--- src/rtl/sdram_aref_pkg.sv ---
//==============================================================================
// Module   : sdram_aref_pkg
// Desc     : Shared SDRAM controller constants: command encodings, A10
//            precharge-all address and default refresh timing.
// Revision : 1.0
//==============================================================================
`default_nettype none

package sdram_aref_pkg;

    // {cs_n, ras_n, cas_n, we_n}
    localparam logic [3:0]  CMD_NOP  = 4'b0111;
    localparam logic [3:0]  CMD_PRE  = 4'b0010;
    localparam logic [3:0]  CMD_AREF = 4'b0001;

    localparam logic [12:0] c_a10_pre_all = 13'h0400;

    localparam int unsigned c_t_rp_default  = 2;
    localparam int unsigned c_t_rfc_default = 7;

    // Wait counter reload value for a T_x-cycle command gap
    function automatic logic [3:0] wait_load(input int unsigned t);
        return 4'(t - 1);
    endfunction

endpackage

`default_nettype wire

--- src/rtl/sdram_aref.sv ---
//==============================================================================
// Module   : sdram_aref
// Desc     : Auto-refresh sequencer: queues refresh ticks, wins the command
//            bus, issues PRECHARGE-ALL / AUTO REFRESH. Optional macro
//            SDRAM_AREF_BURST_EN chains queued refreshes under one grant.
// Revision : 1.0
//==============================================================================
`default_nettype none

module sdram_aref
    import sdram_aref_pkg::*;
#(
    parameter int unsigned T_RP  = c_t_rp_default,
    parameter int unsigned T_RFC = c_t_rfc_default
) (
    input  logic        clk,
    input  logic        soft_rst_n,
    input  logic        init_done,
    input  logic        rt_flag,
    output logic        rt_en,
    input  logic        ref_grant,
    output logic        ref_req,
    output logic        ref_done,
    output logic        ref_overrun,
    output logic [3:0]  sdr_cmd,
    output logic [12:0] sdr_addr,
    output logic [1:0]  sdr_ba
);

    typedef enum logic [2:0] {
        S_IDLE = 3'd0,
        S_REQ  = 3'd1,
        S_PRE  = 3'd2,
        S_TRP  = 3'd3,
        S_AREF = 3'd4,
        S_TRFC = 3'd5,
        S_DONE = 3'd6
    } state_t;

    localparam logic [3:0] c_trp_load  = wait_load(T_RP);
    localparam logic [3:0] c_trfc_load = wait_load(T_RFC);

    state_t      r_state;
    state_t      w_state_next;
    logic [3:0]  r_wait;
    logic [2:0]  r_pend;
    logic [2:0]  w_pend_next;
    logic        w_pend_dec;
    logic        w_burst_more;
    logic        w_burst_keep;

    logic        r_rt_en;
    logic        r_ref_req;
    logic        r_ref_done;
    logic        r_ref_overrun;
    logic [3:0]  r_sdr_cmd;
    logic [12:0] r_sdr_addr;

    logic        w_req_next;
    logic [3:0]  w_cmd_next;
    logic [12:0] w_addr_next;

    // r_pend is already decremented while in DONE, so nonzero means more work
`ifdef SDRAM_AREF_BURST_EN
    assign w_burst_more = (r_pend != 3'd0);
    assign w_burst_keep = (w_pend_next != 3'd0);
`else
    assign w_burst_more = 1'b0;
    assign w_burst_keep = 1'b0;
`endif

    always_ff @(posedge clk) begin
        if (!soft_rst_n) begin
            r_state <= S_IDLE;
        end else begin
            r_state <= w_state_next;
        end
    end

    always_comb begin
        w_state_next = r_state;
        case (r_state)
            S_IDLE: begin
                if ((r_pend != 3'd0) && init_done) begin
                    w_state_next = S_REQ;
                end
            end
            S_REQ: begin
                if (!init_done) begin
                    w_state_next = S_IDLE;
                end else if (ref_grant) begin
                    w_state_next = S_PRE;
                end
            end
            S_PRE:  w_state_next = (T_RP == 1) ? S_AREF : S_TRP;
            S_TRP: begin
                if (r_wait <= 4'd1) begin
                    w_state_next = S_AREF;
                end
            end
            S_AREF: w_state_next = (T_RFC == 1) ? S_DONE : S_TRFC;
            S_TRFC: begin
                if (r_wait <= 4'd1) begin
                    w_state_next = S_DONE;
                end
            end
            S_DONE:  w_state_next = w_burst_more ? S_AREF : S_IDLE;
            default: w_state_next = S_IDLE;
        endcase
    end

    // Outputs are decoded from the next state so they register in step with it
    always_comb begin
        w_req_next  = 1'b0;
        w_cmd_next  = CMD_NOP;
        w_addr_next = 13'h0000;
        case (w_state_next)
            S_REQ, S_TRP, S_TRFC: w_req_next = 1'b1;
            S_PRE: begin
                w_req_next  = 1'b1;
                w_cmd_next  = CMD_PRE;
                w_addr_next = c_a10_pre_all;
            end
            S_AREF: begin
                w_req_next = 1'b1;
                w_cmd_next = CMD_AREF;
            end
            S_DONE:  w_req_next = w_burst_keep;
            default: w_req_next = 1'b0;
        endcase
    end

    assign w_pend_dec = (w_state_next == S_DONE);

    always_comb begin
        w_pend_next = r_pend;
        if (rt_flag && !w_pend_dec) begin
            if (r_pend != 3'd7) begin
                w_pend_next = r_pend + 3'd1;
            end
        end else if (!rt_flag && w_pend_dec) begin
            w_pend_next = r_pend - 3'd1;
        end
    end

    always_ff @(posedge clk) begin
        if (!soft_rst_n) begin
            r_wait <= 4'd0;
        end else if ((w_state_next == S_TRP) && (r_state != S_TRP)) begin
            r_wait <= c_trp_load;
        end else if ((w_state_next == S_TRFC) && (r_state != S_TRFC)) begin
            r_wait <= c_trfc_load;
        end else if (r_wait != 4'd0) begin
            r_wait <= r_wait - 4'd1;
        end
    end

    always_ff @(posedge clk) begin
        if (!soft_rst_n) begin
            r_pend        <= 3'd0;
            r_rt_en       <= 1'b0;
            r_ref_req     <= 1'b0;
            r_ref_done    <= 1'b0;
            r_ref_overrun <= 1'b0;
            r_sdr_cmd     <= CMD_NOP;
            r_sdr_addr    <= 13'h0000;
        end else begin
            r_pend     <= w_pend_next;
            r_rt_en    <= init_done;
            r_ref_req  <= w_req_next;
            r_ref_done <= w_pend_dec;
            r_sdr_cmd  <= w_cmd_next;
            r_sdr_addr <= w_addr_next;
            if (rt_flag && (r_pend == 3'd7)) begin
                r_ref_overrun <= 1'b1;
            end
        end
    end

    assign rt_en       = r_rt_en;
    assign ref_req     = r_ref_req;
    assign ref_done    = r_ref_done;
    assign ref_overrun = r_ref_overrun;
    assign sdr_cmd     = r_sdr_cmd;
    assign sdr_addr    = r_sdr_addr;
    assign sdr_ba      = 2'b00;

endmodule

`default_nettype wire

--- config.mk ---
export PLATFORM = sky130hd
export DESIGN_NAME = sdram_aref
export DESIGN_NICKNAME = d
export VERILOG_FILES = /design/src/rtl/sdram_aref_pkg.sv /design/src/rtl/sdram_aref.sv
export SDC_FILE = /design/constraint.sdc
export NUM_CORES = 1
export LEC_CHECK = 0
export ABC_AREA = 0
export CORE_MARGIN = 3
export CORE_UTILIZATION = 40
export DETAILED_ROUTE_END_ITERATION = 8
export GPL_TIMING_DRIVEN = 1
export PLACE_DENSITY = 0.69
export SKIP_LAST_GASP = 1
export SYNTH_ARGS = -nofsm -noshare
export SYNTH_HDL_FRONTEND = slang
export SYNTH_SLANG_ARGS = --single-unit
--- constraint.sdc ---
create_clock -name clk -period 3.5 [get_ports clk]
set_input_delay 0.7 -clock clk [delete_from_list [all_inputs] [get_ports clk]]
set_output_delay 0.7 -clock clk [all_outputs]
set_load 0.05 [all_outputs]
# Word level (Yosys, flattened, before mapping)

Index checks and enable logic that the tools add are counted.

Flip-flop bits (word level): 31
Bits in latches: 0
Bits in writable memories: 0
Memory bits (read-only): 0
Output and inout port bits: 23
Memories: 0

Add/sub/neg operators: 3
Multipliers: 0
Divide/modulo/power cells: 0
Magnitude comparators: 1
Equality and inequality tests: 16
Shift operators: 0
Muxes and demuxes: 15
Bitwise gates (word level): 1
Reduce and logical (&&, ||, !) cells: 18

Operators with widths:

| cell                                                  | count |
|---|---|
| two-way mux 3 bit                                     | 10 |
| == test 3 bit, second input constant                  | 6 |
| one-hot mux 3 bit (6 select lines)                    | 1 |
| == test 3 x 2 -> 1 bit, second input constant         | 4 |
| two-way mux 11 bit                                    | 1 |
| == test 3 x 1 -> 1 bit, second input constant         | 2 |
| logical AND 1 bit                                     | 6 |
| inequality test 3 bit, second input constant          | 2 |
| one-hot mux 3 bit (2 select lines)                    | 1 |
| nonzero test 3 bit                                    | 2 |
| OR reduction 5 bit                                    | 1 |
| <= comparator 4 x 1 -> 1 bit, second input constant   | 1 |
| nonzero test 2 bit                                    | 2 |
| nonzero test 4 bit                                    | 1 |
| subtractor 4 x 1 -> 4 bit, second input constant      | 1 |
| adder 3 x 1 -> 3 bit, second input constant           | 1 |
| zero test 3 bit                                       | 1 |
| inequality test 3 x 2 -> 1 bit, second input constant | 1 |
| OR reduction 3 bit                                    | 1 |
| subtractor 3 x 1 -> 3 bit, second input constant      | 1 |
| zero test 1 bit                                       | 2 |
| two-way mux 1 bit                                     | 2 |
| inequality test 2 x 1 -> 1 bit, second input constant | 1 |
| AND reduction 2 bit                                   | 1 |
| 2 further kinds                                       | 2 |

# Depth between registers and ports, before layout

Depth after elaboration: 9
Depth in mapped cells: 9
Depth with buffers taken out: 9

# Least setup slack after synthesis

No wires, ideal clock.

Kind: flip-flop to flip-flop
Start point: reg r_state[0]
End point: reg r_pend[1]
Arrival: 1987 ps
Data required time: 3378 ps
Path slack: 1392 ps
Cell stages (with the launch flop): 9
Cells stage by stage: dfxtp_1 > or3b_1 > buf_2 > o31a_1 > inv_1 > fa_1 > a41oi_1 > o21ai_1 > o311a_1

Elaborated cells on any way between the ends: 20

RTL lines:

| element                              | line              | RTL |
|---|---|---|
| start, declared                      | sdram_aref.sv:43  | `state_t r_state;` |
| start signal, assigned               | sdram_aref.sv:76  | `r_state <= w_state_next;` |
| two-way mux 3 bit                    | sdram_aref.sv:91  | `end else if (ref_grant) begin` |
| two-way mux 3 bit                    | sdram_aref.sv:89  | `if (!init_done) begin` |
| one-hot mux 3 bit (6 select lines) * | sdram_aref.sv:82  | `case (r_state)` |
| == test 3 bit *                      | sdram_aref.sv:133 | `assign w_pend_dec = (w_state_next == S_DONE);` |
| zero test 1 bit *                    | sdram_aref.sv:137 | `if (rt_flag && !w_pend_dec) begin` |
| logical AND 1 bit *                  | sdram_aref.sv:137 |  |
| two-way mux 3 bit *                  | sdram_aref.sv:137 |  |
| named net w_pend_next[1]             | sdram_aref.sv:47  | `logic [2:0] w_pend_next;` |
| end signal, assigned                 | sdram_aref.sv:168 | `r_pend <= w_pend_next;` |
| end, declared                        | sdram_aref.sv:46  | `logic [2:0] r_pend;` |

The timed path passes the listed nets; every way through them passes the cells marked *.
A chain may end at the register's enable or synchronous reset.

# Worst setup path in the final report

Start point: reg r_wait[0]
End point: reg r_pend[2]

Longest elaborated chain between the ends: 8
Elaborated cells on any way between the ends: 12

Ends and longest elaborated chain:

| element                                                                               | line                                | RTL |
|---|---|---|
| start, declared                                                                       | sdram_aref.sv:45                    | `logic [3:0] r_wait;` |
| start signal, assigned                                                                | sdram_aref.sv:150                   | `r_wait <= c_trp_load;` |
| start signal, assigned                                                                | sdram_aref.sv:152                   | `r_wait <= c_trfc_load;` |
| start signal, assigned                                                                | sdram_aref.sv:154                   | `r_wait <= r_wait - 4'd1;` |
| <= comparator 4 x 1 -> 1 bit *                                                        | sdram_aref.sv:97, sdram_aref.sv:103 |  |
| two-way mux 3 bit (on tied branches)                                                  | sdram_aref.sv:103, sdram_aref.sv:97 |  |
| one-hot mux 3 bit (6 select lines) *                                                  | sdram_aref.sv:82                    |  |
| == test 3 bit *                                                                       | sdram_aref.sv:133                   |  |
| zero test 1 bit                                                                       | sdram_aref.sv:137                   |  |
| logical AND 1 bit                                                                     | sdram_aref.sv:137                   |  |
| inequality test 2 x 1 -> 1 bit (no source line) or nonzero test 2 bit (tied branches) | n/a                                 |  |
| AND reduction 2 bit (no source line)                                                  | n/a                                 |  |

Mark *: on every way between the ends. The rest lies on a longest branch, timed or not.

==> impl_results.md <==
* Most frequent cell after synthesis: dfxtp_1
* Initial Util at 43.8%
* Post_cts resized at 0
* Critical Path Stages at 9
* Setup slack, reg-to-reg at 1.14 ns
* Primary FF master, synth: dfxtp_1
* Via count at 791
* Synth Area in XOR/XNOR at 1.74%
* IO Port Bufs at 12
* Largest net degree at the start of global routing at 18
* RR Endpoint: r_pend[2]
* Placed Area at 0.00109 mm²
* Synth Instances at 117
* Die ar. at 0.00316 mm²
* Worst-Margin Slew at 0.520 ns
* CP Cell Sequence: inv_1, ha_1, nor2_1, o31a_1, inv_1, fa_1, and3_1, mux2i_1, mux2i_1
* Layout fillers at 227
* # clock sinks at 18
* All-Layer GR Usage at 11.5%
* Worst R2R Path Depth at 9
* PD cells at 578 mW/mm²
* Area Overhead vs Synth at 11.8%
* Max FO, Critical Path at 6
* Final hold vios at 0
* Area share of the largest cell type after synthesis at 35.8%
* Final period utilization at 67.4%
* Main combinational cell family by area after synthesis: simple AND/OR/NAND/NOR gates
* Die height at 56.2 µm
* Adder-Cell Fraction of Synth Area at 5.71%
* Setup WS pre-CTS at 0.923 ns
* Sequential cell area fraction in the yosys report at 35.8%
* Net count, final at 139
* Initial antenna violation count at 0
* Post-route ant nets at 0
* Async set-reset flop share out of synthesis at 0%
* CP Capture Type: flop
* Fin worst setup slack at 1.14 ns
* First-pass GRT wire length at 2.85 mm
* Final instance area at 0.00113 mm²
* Ratio of cells with drive above 1 in the final layout at 5.43%
* Slew HR at 65.2%
* GRT overflow at 0
* RSZ-0062 raised after global routing: false
* Crit-path slowest cell: dfxtp_1
* Outcome: complete, no violations
* Post-CTS Hold Fix Bufs at 0
* GPL Wtd Cong at 0.875
* TNS Setup at 0 ns
* Number of global-route vias before repair at 683
* Post-synth top area cell: dfxtp_1
* Simple-Gate Fraction of Synth Area at 22.9%
* Post-CTS Setup Inserts at 0
* Fraction of the mapped netlist area in compound gates at 16.3%
* Period minus WS final at 2.36 ns
* Top Ports at 28
* CTS Buffer Depth at 2
* Core region area at 0.00230 mm²
* Critical path data required time at 3.73 ns
* CP startpoint kind: flop
* H-tree Lvls at 1
* Num CTS Buffers at 3
* Synth cell count leaders: 18 x dfxtp_1, 15 x buf_4, 8 x nand2_1, 8 x nor2_1, 7 x o21ai_0
* Worst setup endpoint: r_pend[2]
* Hold Crit Class: flop to flop
* Die width at 56.2 µm
* Avg Cell Area, Syn at 8.61 µm²
* Worst path top cell family by delay: adder cells
* Worst reg2reg startpoint: r_wait[0]
* Mux share of post-synthesis cell area at 2.98%
* Fin Hold WS at 0.526 ns
* Final setup violating endpoints at 0
* Clk root buf: clkbuf_4
* CP arrival at 2.59 ns
* EDFF count, synth at 0
* Vias per cell at 5.04
* Starting DRT DRC Count at 13
* Clk_skew at 0.00756 ns
* Synth cell types at 37
* # DRC at 0
* Reg clk slew, reported paths at 0.10 ns
* # rows at 17
* Post-Route WL at 1.75 mm
* CTS tree: built
* Synth Register Bits at 18
* Drt pass-1 iters at 4
* Clk_lat worst skew at 0.29 ns
* P_leak at 0.462 nW
* Max Cap Viol at 0
* CP Launch Point: r_wait[0]
* Detailed Place HPWL at 1.32 mm
* Area contributors post-synth: dfxtp_1 36%, buf_4 11%, ha_1 3.7%, nand2b_1 3.7%, o21ai_0 3.5%
* Synth warn at 0
* Worst path bufs/invs at 2
* Antenna cells at 0
* Worst Setup Path Type: flop to flop
* Mapped Area at 0.00101 mm²
* Fmax at 424 MHz
* WL per Instance at 11.2 µm
* Crit-path max cell delay at 0.41 ns
* Final Max Tran Viols at 0
* Worst vdd ir at 0.336 mV
==> kinds of logic after synthesis <==
kind of cell	Yosys count
simple gates	41
other cells	1
xor+xnor	2
buf+inv	23
compound gates	25
fa+ha+maj	4
mux	3
flops	18
==> power breakdown <==
group	internal (mW)	total, mW	switching (mW)
combinational	0.105	0.261	0.156
sequential	0.234	0.264	0.0297
clock	0.0634	0.126	0.0627
==> layout make-up <==
class	count	area, µm²	area share, %
Tap cell	28	35.0	3.11
Multi-Input combinational cell	90	556	49.3
Sequential cell	18	360	32.0
Clock buffer	4	36.3	3.22
Timing Repair Buffer	12	120	10.7
Inverter	5	18.8	1.67
==> per-stage QoR <==
stage / std cells / utilization, % / power (mW)
floorplan: 131 / - / 0.496
global placement: 153 / 47.4 / 0.524
detailed placement: 153 / 47.4 / 0.531
CTS: 157 / 49.0 / 0.659
global route: 157 / 49.0 / 0.704
finish: 157 / 49.0 / 0.651
==> per-layer routing <==
layer / track usage [%] / part of all wire (%) / vias to the layer above / wire, µm
met1: 13.5 / 43 / 360 / 755
li1: - / - / 394 / -
met2: 18.4 / 47 / 32 / 819
met5: 0 / 0 / - / 0
met3: 3.02 / 7.6 / 5 / 133
met4: 7.12 / 2.5 / 0 / 43
==> state kept, by name, summed over array words and instances, names as in the netlist <==
signal	cells
r_pend	3
r_state	3
r_wait	4
ref_done	1
ref_overrun	1
ref_req	1
rt_en	1
sdr_addr	1
sdr_cmd	3
==> worst min path at each step <==
stage | to | slack, ns | startpoint | cells after the start
after floorplan | r_pend[2] | 0.48 | r_pend[2] | 2
after global placement | ref_overrun | 0.49 | ref_overrun | 2
after detailed placement | ref_overrun | 0.49 | ref_overrun | 2
after CTS | ref_overrun | 0.52 | ref_overrun | 2
after global routing | r_pend[2] | 0.58 | r_pend[2] | 2
final | ref_overrun | 0.53 | ref_overrun | 2
==> cell usage in the layout, fill, tap and decap left out, types with 3 or more instances in the layout <==
cell type        synthesis  layout
conb_1                   1      15
o21a_1                   3       3
ha_1                     3       3
mux2i_1                  3       3
o21ai_0                  7       7
clkbuf_4                 0       3
nand2_1                  8       8
a21oi_1                  3       3
inv_1                    5       5
nor2_1                   8       8
nand2b_1                 6       6
clkdlybuf4s50_1          0      12
a21boi_0                 3       3
dfxtp_1                 18      18
nor2b_1                  4       4
==> worst register-to-register path: stages (launching register included) <==
cell     delay (ns)
dfxtp_1        0.41
inv_1          0.08
ha_1           0.22
nor2_1         0.36
o31a_1         0.29
inv_1          0.07
fa_1           0.37
and3_1         0.15
mux2i_1        0.15
mux2i_1        0.20
Power figures use the tool's default switching activity.
